<file path="src/rtl/uart_pkg.sv">
// rtl/uart_pkg.sv - shared UART definitions: state encoding, default frame parameters
package uart_pkg;

    localparam int DEF_DBIT    = 8;
    localparam int DEF_SB_TICK = 16;
    localparam int OVERSAMPLE  = 16;

    typedef enum logic [1:0] {
        IDLE  = 2'b00,
        START = 2'b01,
        DATA  = 2'b10,
        STOP  = 2'b11
    } uart_state_t;

    // Tick counter must hold both OVERSAMPLE-1 and SB_TICK-1.
    function automatic int tick_cnt_width(input int sb_tick);
        return ($clog2(sb_tick) < 4) ? 4 : $clog2(sb_tick);
    endfunction

endpackage

</file>
<file path="src/rtl/sync_2ff.sv">
// rtl/sync_2ff.sv - two-flop synchroniser for an asynchronous single-bit input
module sync_2ff #(
    parameter logic RESET_VAL = 1'b1
) (
    input  logic clk,
    input  logic reset_n,
    input  logic d,
    output logic q
);

    logic meta;

    always_ff @(posedge clk or negedge reset_n) begin
        if (!reset_n) begin
            meta <= RESET_VAL;
            q    <= RESET_VAL;
        end else begin
            meta <= d;
            q    <= meta;
        end
    end

endmodule

</file>
<file path="src/rtl/uart_rx.sv">
// rtl/uart_rx.sv - 16x-oversampling UART receiver with framing-error detection
module uart_rx
    import uart_pkg::*;
#(
    parameter int DBIT    = DEF_DBIT,
    parameter int SB_TICK = DEF_SB_TICK
) (
    input  logic            clk,
    input  logic            reset_n,
    input  logic            rx,
    input  logic            s_tick,
    output logic            rx_done_tick,
    output logic [DBIT-1:0] dout,
    output logic            frame_err,
    output logic            busy
);

    localparam int SW = tick_cnt_width(SB_TICK);
    localparam int NW = (DBIT > 1) ? $clog2(DBIT) : 1;

    localparam logic [SW-1:0] START_LAST = SW'(OVERSAMPLE / 2 - 1);
    localparam logic [SW-1:0] DATA_LAST  = SW'(OVERSAMPLE - 1);
    localparam logic [SW-1:0] STOP_LAST  = SW'(SB_TICK - 1);
    localparam logic [NW-1:0] N_LAST     = NW'(DBIT - 1);

    logic rx_s;

    sync_2ff #(
        .RESET_VAL (1'b1)
    ) u_sync (
        .clk     (clk),
        .reset_n (reset_n),
        .d       (rx),
        .q       (rx_s)
    );

    uart_state_t     state, state_next;
    logic [SW-1:0]   s_cnt, s_cnt_next;
    logic [NW-1:0]   n, n_next;
    logic [DBIT-1:0] shreg, shreg_next;
    logic [DBIT-1:0] dout_next;
    logic            frame_err_next;
    logic            done_next;

    always_ff @(posedge clk or negedge reset_n) begin
        if (!reset_n) begin
            state        <= IDLE;
            s_cnt        <= '0;
            n            <= '0;
            shreg        <= '0;
            dout         <= '0;
            frame_err    <= 1'b0;
            rx_done_tick <= 1'b0;
        end else begin
            state        <= state_next;
            s_cnt        <= s_cnt_next;
            n            <= n_next;
            shreg        <= shreg_next;
            dout         <= dout_next;
            frame_err    <= frame_err_next;
            rx_done_tick <= done_next;
        end
    end

    always_comb begin
        state_next     = state;
        s_cnt_next     = s_cnt;
        n_next         = n;
        shreg_next     = shreg;
        dout_next      = dout;
        frame_err_next = frame_err;
        done_next      = 1'b0;

        case (state)
            // Start edge is taken without waiting for a tick, so the tick in
            // this cycle is deliberately not counted.
            IDLE: begin
                if (!rx_s) begin
                    state_next = START;
                    s_cnt_next = '0;
                end
            end
            START: begin
                if (s_tick) begin
                    if (s_cnt == START_LAST) begin
                        if (!rx_s) begin
                            state_next = DATA;
                            s_cnt_next = '0;
                            n_next     = '0;
                        end else begin
                            state_next = IDLE;
                        end
                    end else begin
                        s_cnt_next = s_cnt + SW'(1);
                    end
                end
            end
            DATA: begin
                if (s_tick) begin
                    if (s_cnt == DATA_LAST) begin
                        s_cnt_next = '0;
                        shreg_next = {rx_s, shreg[DBIT-1:1]};
                        if (n == N_LAST) begin
                            state_next = STOP;
                        end else begin
                            n_next = n + NW'(1);
                        end
                    end else begin
                        s_cnt_next = s_cnt + SW'(1);
                    end
                end
            end
            STOP: begin
                if (s_tick) begin
                    if (s_cnt == STOP_LAST) begin
                        dout_next      = shreg;
                        frame_err_next = ~rx_s;
                        done_next      = 1'b1;
                        state_next     = IDLE;
                    end else begin
                        s_cnt_next = s_cnt + SW'(1);
                    end
                end
            end
            default: state_next = IDLE;
        endcase
    end

    assign busy = (state != IDLE);

endmodule

</file>
<file path="config.mk">
export PLATFORM = sky130hd
export DESIGN_NAME = uart_rx
export DESIGN_NICKNAME = d
export VERILOG_FILES = /design/src/rtl/uart_pkg.sv /design/src/rtl/sync_2ff.sv /design/src/rtl/uart_rx.sv
export SDC_FILE = /design/constraint.sdc
export NUM_CORES = 1
export LEC_CHECK = 0
export CAP_MARGIN = 30
export CORE_UTILIZATION = 58
export DETAILED_ROUTE_END_ITERATION = 10
export PLACE_DENSITY = 0.83
export SLEW_MARGIN = 15
export SYNTH_ARGS = -nofsm -noshare
export SYNTH_HDL_FRONTEND = slang
export SYNTH_SLANG_ARGS = --single-unit
</file>
<file path="constraint.sdc">
create_clock -name clk -period 3.12 [get_ports clk]
set_input_delay 0.624 -clock clk [delete_from_list [all_inputs] [get_ports clk]]
set_output_delay 0.624 -clock clk [all_outputs]
set_load 0.01 [all_outputs]
</file>
==> results of run 1 <==
kinds of logic (layout without fill, tap and decap cells):
group,after synthesis,after routing
xor gates and xnor gates,1,1
muxes,20,20
AOI/OAI and AO/OA,15,15
and+or+nand+nor,23,23
adders and majority gates,3,3
DFF,29,29
buffers and inverters,10,28
per-layer routing:
metal	vias up	routed length [um]
met4	0	31
met2	14	1010
li1	391	-
met1	402	994
met3	4	61
met5	-	0
worst min-delay path by stage:
stage	end	cells after the start
finish	u_sync.q	0
global route	u_sync.q	0
CTS	u_sync.q	0
detailed placement	u_sync.q	0
global placement	u_sync.q	0
floorplan	asynchronous set/reset pin	0
power by group through the flow:
stage / logic [uW] / registers [uW] / clock network (uW)
finish: 240 / 523 / 312
global route: 273 / 535 / 336
CTS: 242 / 521 / 321
detailed placement: 241 / 529 / 0
global placement: 229 / 523 / 0
floorplan: 257 / 467 / 0
sequential cells by signal, summed over array words and instances (netlist names), 3 cells and up, named ones only:
signal / count
dout: 8
shreg: 8
s_cnt: 4
n: 3
per-stage QoR:
stage                     area, um2  hold WS, ns  instances  setup WS [ns]  total power (uW)
after global placement         1470        0.346        138          0.800               752
after detailed placement       1470        0.353        138          0.738               770
after CTS                      1550        0.366        146          0.864              1080
final                          1550        0.362        146          0.869              1080
after floorplan                1330        0.328        101           1.56               724
after global routing           1550        0.367        146          0.788              1140
cell type report:
class                      count  area share, %
sequential                    29           46.9
inverter                       5           1.21
clock buffer                   7           3.55
clock inverter                 1           1.93
multi-input combinational     62           34.7
tap                           27           2.18
timing repair buffer          15           9.51
cell usage after synthesis (all sizes together):
library cell / number / area (um2)
ha: 3 / 37.5
nand3: 1 / 5.00
and3: 2 / 17.5
xnor2: 1 / 8.76
or3b: 1 / 8.76
nor2b: 1 / 13.8
a21oi: 1 / 16.3
nor3: 2 / 10.0
nand2: 6 / 22.5
a211oi: 1 / 7.51
nand4: 2 / 12.5
buf: 5 / 38.8
a21o: 3 / 22.5
a31oi: 3 / 18.8
nor2: 5 / 26.3
a2bb2oi: 1 / 8.76
mux2i: 3 / 30.0
nor4: 1 / 12.5
o31ai: 1 / 12.5
or2: 1 / 8.76
inv: 5 / 18.8
mux2: 17 / 191
a22o: 2 / 17.5
o21bai: 1 / 7.51
dfrtp: 27 / 676
dfstp: 2 / 52.6
nor3b: 1 / 12.5
o21ai: 2 / 10.0
layout by cell type, fill, tap and decap left out, types with 2 or more instances in the layout:
master	instances
clkdlybuf4s50_1	14
nand2_1	6
nor3_1	2
a31oi_1	3
dfstp_2	2
nor2_1	4
ha_1	3
a21o_1	3
inv_1	5
nand4_1	2
a22o_1	2
o21ai_0	2
mux2_2	17
mux2i_1	3
dfrtp_1	27
clkbuf_4	5
critical path, cell delays in order, from the launching register on:
cell,delay (ns)
dfrtp_1,0.58
or2_4,0.21
clkdlybuf4s50_1,0.53
==> results.sh, run 1 <==
export IMPL_synth_compound_gate_area_share_pct=9.16
export IMPL_drive_gt1_share_pct=29.4
export IMPL_r2r_start="s_cnt[0]"
export IMPL_htree_num_levels=2
export IMPL_clock_path_buffers=2
export IMPL_cts_sinks=29
export IMPL_clkTransAtPathRegs_ns=0.09
export IMPL_n_fill_cell=130
export IMPL_p_leak_uw=0.000755
export IMPL_p_comb_share_pct=22.4
export IMPL_p_int_uw=753
export IMPL_synth_distinct_cells=32
export IMPL_reg2reg_slack_ns=1.24
export IMPL_ir_worst_vdd_mv=0.567
export IMPL_r2r_end="shreg[5]"
export IMPL_finalHoldViolCount=0
export IMPL_synth_nets=108
export IMPL_vias_per_cell=5.55
export IMPL_ant_nets=0
export IMPL_power_share_clock_pct=29.0
export IMPL_multi_input_area_um2=539
export IMPL_clock_latency_ns=0.31
export IMPL_rows=16
export IMPL_yosys_area_share_simple_pct=11.3
export IMPL_synth_top_family_by_area="multiplexers"
export IMPL_io_buffers=14
export IMPL_die_area_mm2=0.00248
export IMPL_power_density_mw_per_mm2=693
export IMPL_relSlewSlack_pct=69.0
export IMPL_ys_seq_area_share_pct=55.0
export IMPL_grt_pass1_wl_um=3720
export IMPL_slew_viol_final=0
export IMPL_p_sw_share_pct=30.0
export IMPL_cap_violations=0
export IMPL_area_growth_pct=17.2
export IMPL_grt_overflow=0
export IMPL_drc_errors=0
export IMPL_cts_hold_buffers_added=0
export IMPL_ctsResizeCount=0
export IMPL_max_freq_ghz=0.444
export IMPL_io_pins=15
export IMPL_skew_ns=0.0104
export IMPL_final_nets=125
export IMPL_core_mm2=0.00206
export IMPL_grt_max_degree=30
export IMPL_ys_warn_count=0
export IMPL_use_met2_pct=30.6
export IMPL_hp_class="reg -> reg"
export IMPL_post_cts_setup_buffers=0
export IMPL_track_usage_pct=21.0
export IMPL_die_w_um=49.8
export IMPL_routabilityCongestion=0.768
export IMPL_busiest_layer="met2"
export IMPL_seq_area_um2=728
export IMPL_cp_end_kind="output port"
export IMPL_muxShareOfSynthArea_pct=16.7
export IMPL_netlist_area_mm2=0.00133
export IMPL_initial_core_util_pct=64.3
export IMPL_dr_pass1_iters=3
export IMPL_drtIter0Drc=6
export IMPL_wl_per_cell_um=14.4
export IMPL_fin_util_pct=75.3
export IMPL_worst_pin_slew_ns=0.466
export IMPL_ys_ff_latch=29
export IMPL_hold_start="u_sync.meta"
export IMPL_vias=811
export IMPL_critPathKind="reg -> out"
export IMPL_required_ns=2.50
export IMPL_cts_buffers=5
export IMPL_rsz0062_at_grt="no"
export IMPL_critPathMaxFanout=10
export IMPL_cts_root_buf="clkbuf_4"
export IMPL_fin_setup_tns_ns=0
export IMPL_setup_viol_count_final=0
export IMPL_critPathLaunchType="register"
export IMPL_synth_fa_ha_area_share_pct=2.83
export IMPL_dp_final_hpwl_um=1520
export IMPL_p_sw_uw=323
export IMPL_synth_xor_area_share_pct=0.661
export IMPL_synthCells=101
export IMPL_grt_pass1_vias=829
export IMPL_avgSynthCellArea_um2=13.1
export IMPL_met1_usage_pct=27.5
export IMPL_worstRegToRegCells=4
export IMPL_status="complete, no violations"
export IMPL_seq_power_share_pct=48.6
export IMPL_antenna_found_initial=0
export IMPL_die_h_um=49.8
export IMPL_cp_arrival_ns=1.63
export IMPL_fin_crit_sh_pct=72.1
export IMPL_cp_endpoint="busy"
export IMPL_num_antenna_cells=0
export IMPL_finalWirelength_um=2100
export IMPL_layout_min_cycle_time_ns=2.25
export IMPL_grt_use_met3_pct=7.72
export IMPL_cts_tree="yes"
Note: power is estimated with default switching activity, not from simulation.
==> inputs of run 2 (changes only) <==
- CORE_UTILIZATION: 58 -> 54
- PLACE_DENSITY: 0.83 -> 0.78
- clock period: 3.12 -> 2.3 ns (I/O delays scaled with it)
==> run 2 against run 1 <==
- global-route usage shrank 1.1 points
- combinational power rose by 40%
- power grew 37%
- flip-flop and latch count unchanged
==> results.sh, run 2 (synthesized netlist as in run 1, its figures left out) <==
export IMPL_clock_path_buffers=2
export IMPL_drc_errors=0
export IMPL_core_mm2=0.00225
export IMPL_layout_min_cycle_time_ns=2.09
export IMPL_die_h_um=51.5
export IMPL_critPathMaxFanout=9
export IMPL_hp_class="reg -> reg"
export IMPL_reg_top3="dout x8, shreg x8, s_cnt x4"
export IMPL_cp_end_kind="output port"
export IMPL_relSlewSlack_pct=75.0
export IMPL_worst_pin_slew_ns=0.373
export IMPL_rows=17
export IMPL_power_uw=1480
export IMPL_routabilityCongestion=0.774
export IMPL_max_freq_ghz=0.479
export IMPL_cp_arrival_ns=1.63
export IMPL_wl_per_cell_um=14.5
export IMPL_cts_tree="yes"
export IMPL_skew_ns=0.00817
export IMPL_status="complete, no violations"
export IMPL_dr_pass1_iters=4
export IMPL_rsz0062_at_grt="no"
export IMPL_ir_worst_vdd_mv=0.727
export IMPL_ant_nets=0
export IMPL_initial_core_util_pct=58.8
export IMPL_final_common_cell="dfrtp_1"
export IMPL_grt_pass1_wl_um=3680
export IMPL_required_ns=1.84
export IMPL_drtIter0Drc=13
export IMPL_slew_viol_final=0
export IMPL_die_area_mm2=0.00266
export IMPL_num_antenna_cells=0
export IMPL_critPathLaunchType="register"
export IMPL_dpl_worst_slack_ns=0.241
export IMPL_cts_root_buf="clkbuf_4"
export IMPL_grt_pass1_vias=854
export IMPL_ctsResizeCount=0
export IMPL_io_buffers=14
export IMPL_worst_slack_ns=0.214
export IMPL_reg2reg_slack_ns=0.56
export IMPL_antenna_found_initial=0
export IMPL_cts_sinks=29
export IMPL_dp_final_hpwl_um=1500
export IMPL_fin_crit_sh_pct=90.7
export IMPL_cts_hold_buffers_added=0
export IMPL_cap_violations=0
export IMPL_vias=832
export IMPL_final_nets=126
export IMPL_finalHoldViolCount=0
export IMPL_drive_gt1_share_pct=30.0
export IMPL_clock_latency_ns=0.32
export IMPL_post_cts_setup_buffers=0
export IMPL_io_pins=15
export IMPL_die_w_um=51.5
export IMPL_htree_num_levels=2
export IMPL_area_growth_pct=17.8
export IMPL_track_usage_pct=19.9
export IMPL_vias_per_cell=5.62
export IMPL_critPathKind="reg -> out"
export IMPL_cts_buffers=5
export IMPL_setup_viol_count_final=0
export IMPL_p_leak_uw=0.000760
export IMPL_clkTransAtPathRegs_ns=0.09
export IMPL_grt_max_degree=30
export IMPL_final_cell_mix="27 x dfrtp_1, 17 x mux2_2, 14 x clkdlybuf4s50_1, 6 x nand2_1"
export IMPL_finalWirelength_um=2140
export IMPL_grt_overflow=0
export IMPL_power_density_mw_per_mm2=945
export IMPL_fin_setup_tns_ns=0
==> run 2: power breakdown <==
group	switching (uW)	leakage, uW	internal, uW	total [uW]
sequential	122	0.000376	588	710
clock	172	0.0000455	259	431
combinational	159	0.000339	176	335
total	452	0.000760	1020	1480
==> run 2: path summary, 6_finish.rpt <==
path | start | to | cells after the start
max | state[0] | busy | 2
min | u_sync.meta | u_sync.q | 0
max reg2reg | s_cnt[0] | n[2] | 6
min reg2reg | u_sync.meta | u_sync.q | 0
max in group asynchronous | reset_n | u_sync.q | 2
min in group asynchronous | reset_n | asynchronous set/reset pin | 2
==> run 2: final cells by class <==
type                       count  area, um2
clock buffer                   7       55.1
clock inverter                 1       30.0
fill                         173        693
inverter                       5       18.8
multi-input combinational     62        539
sequential                    29        728
tap                           28       35.0
timing repair buffer          16        155
==> run 2: routing by layer <==
metal  vias to the layer above  track usage (%)  wire length (um)
li1                        397                -                 -
met1                       405             22.5               994
met2                        24             30.5              1010
met3                         6             9.36               105
met4                         0             11.7                32
met5                         -                0                 0
==> run 2: worst max-delay path, cell delays in order, from the launching register on <==
cell,delay [ns]
dfrtp_1,0.51
or2_4,0.32
clkdlybuf4s50_1,0.48
==> run 2: through the flow <==
stage          area, um2  utilization [%]  std cells  hold WS, ns
2_1_floorplan       1330                -        101        0.164
3_3_place_gp        1480             65.5        140        0.346
3_5_place_dp        1480             65.5        140        0.347
4_1_cts             1560             69.3        148        0.360
5_1_grt             1560             69.3        148        0.364
6_report            1560             69.3        148        0.360
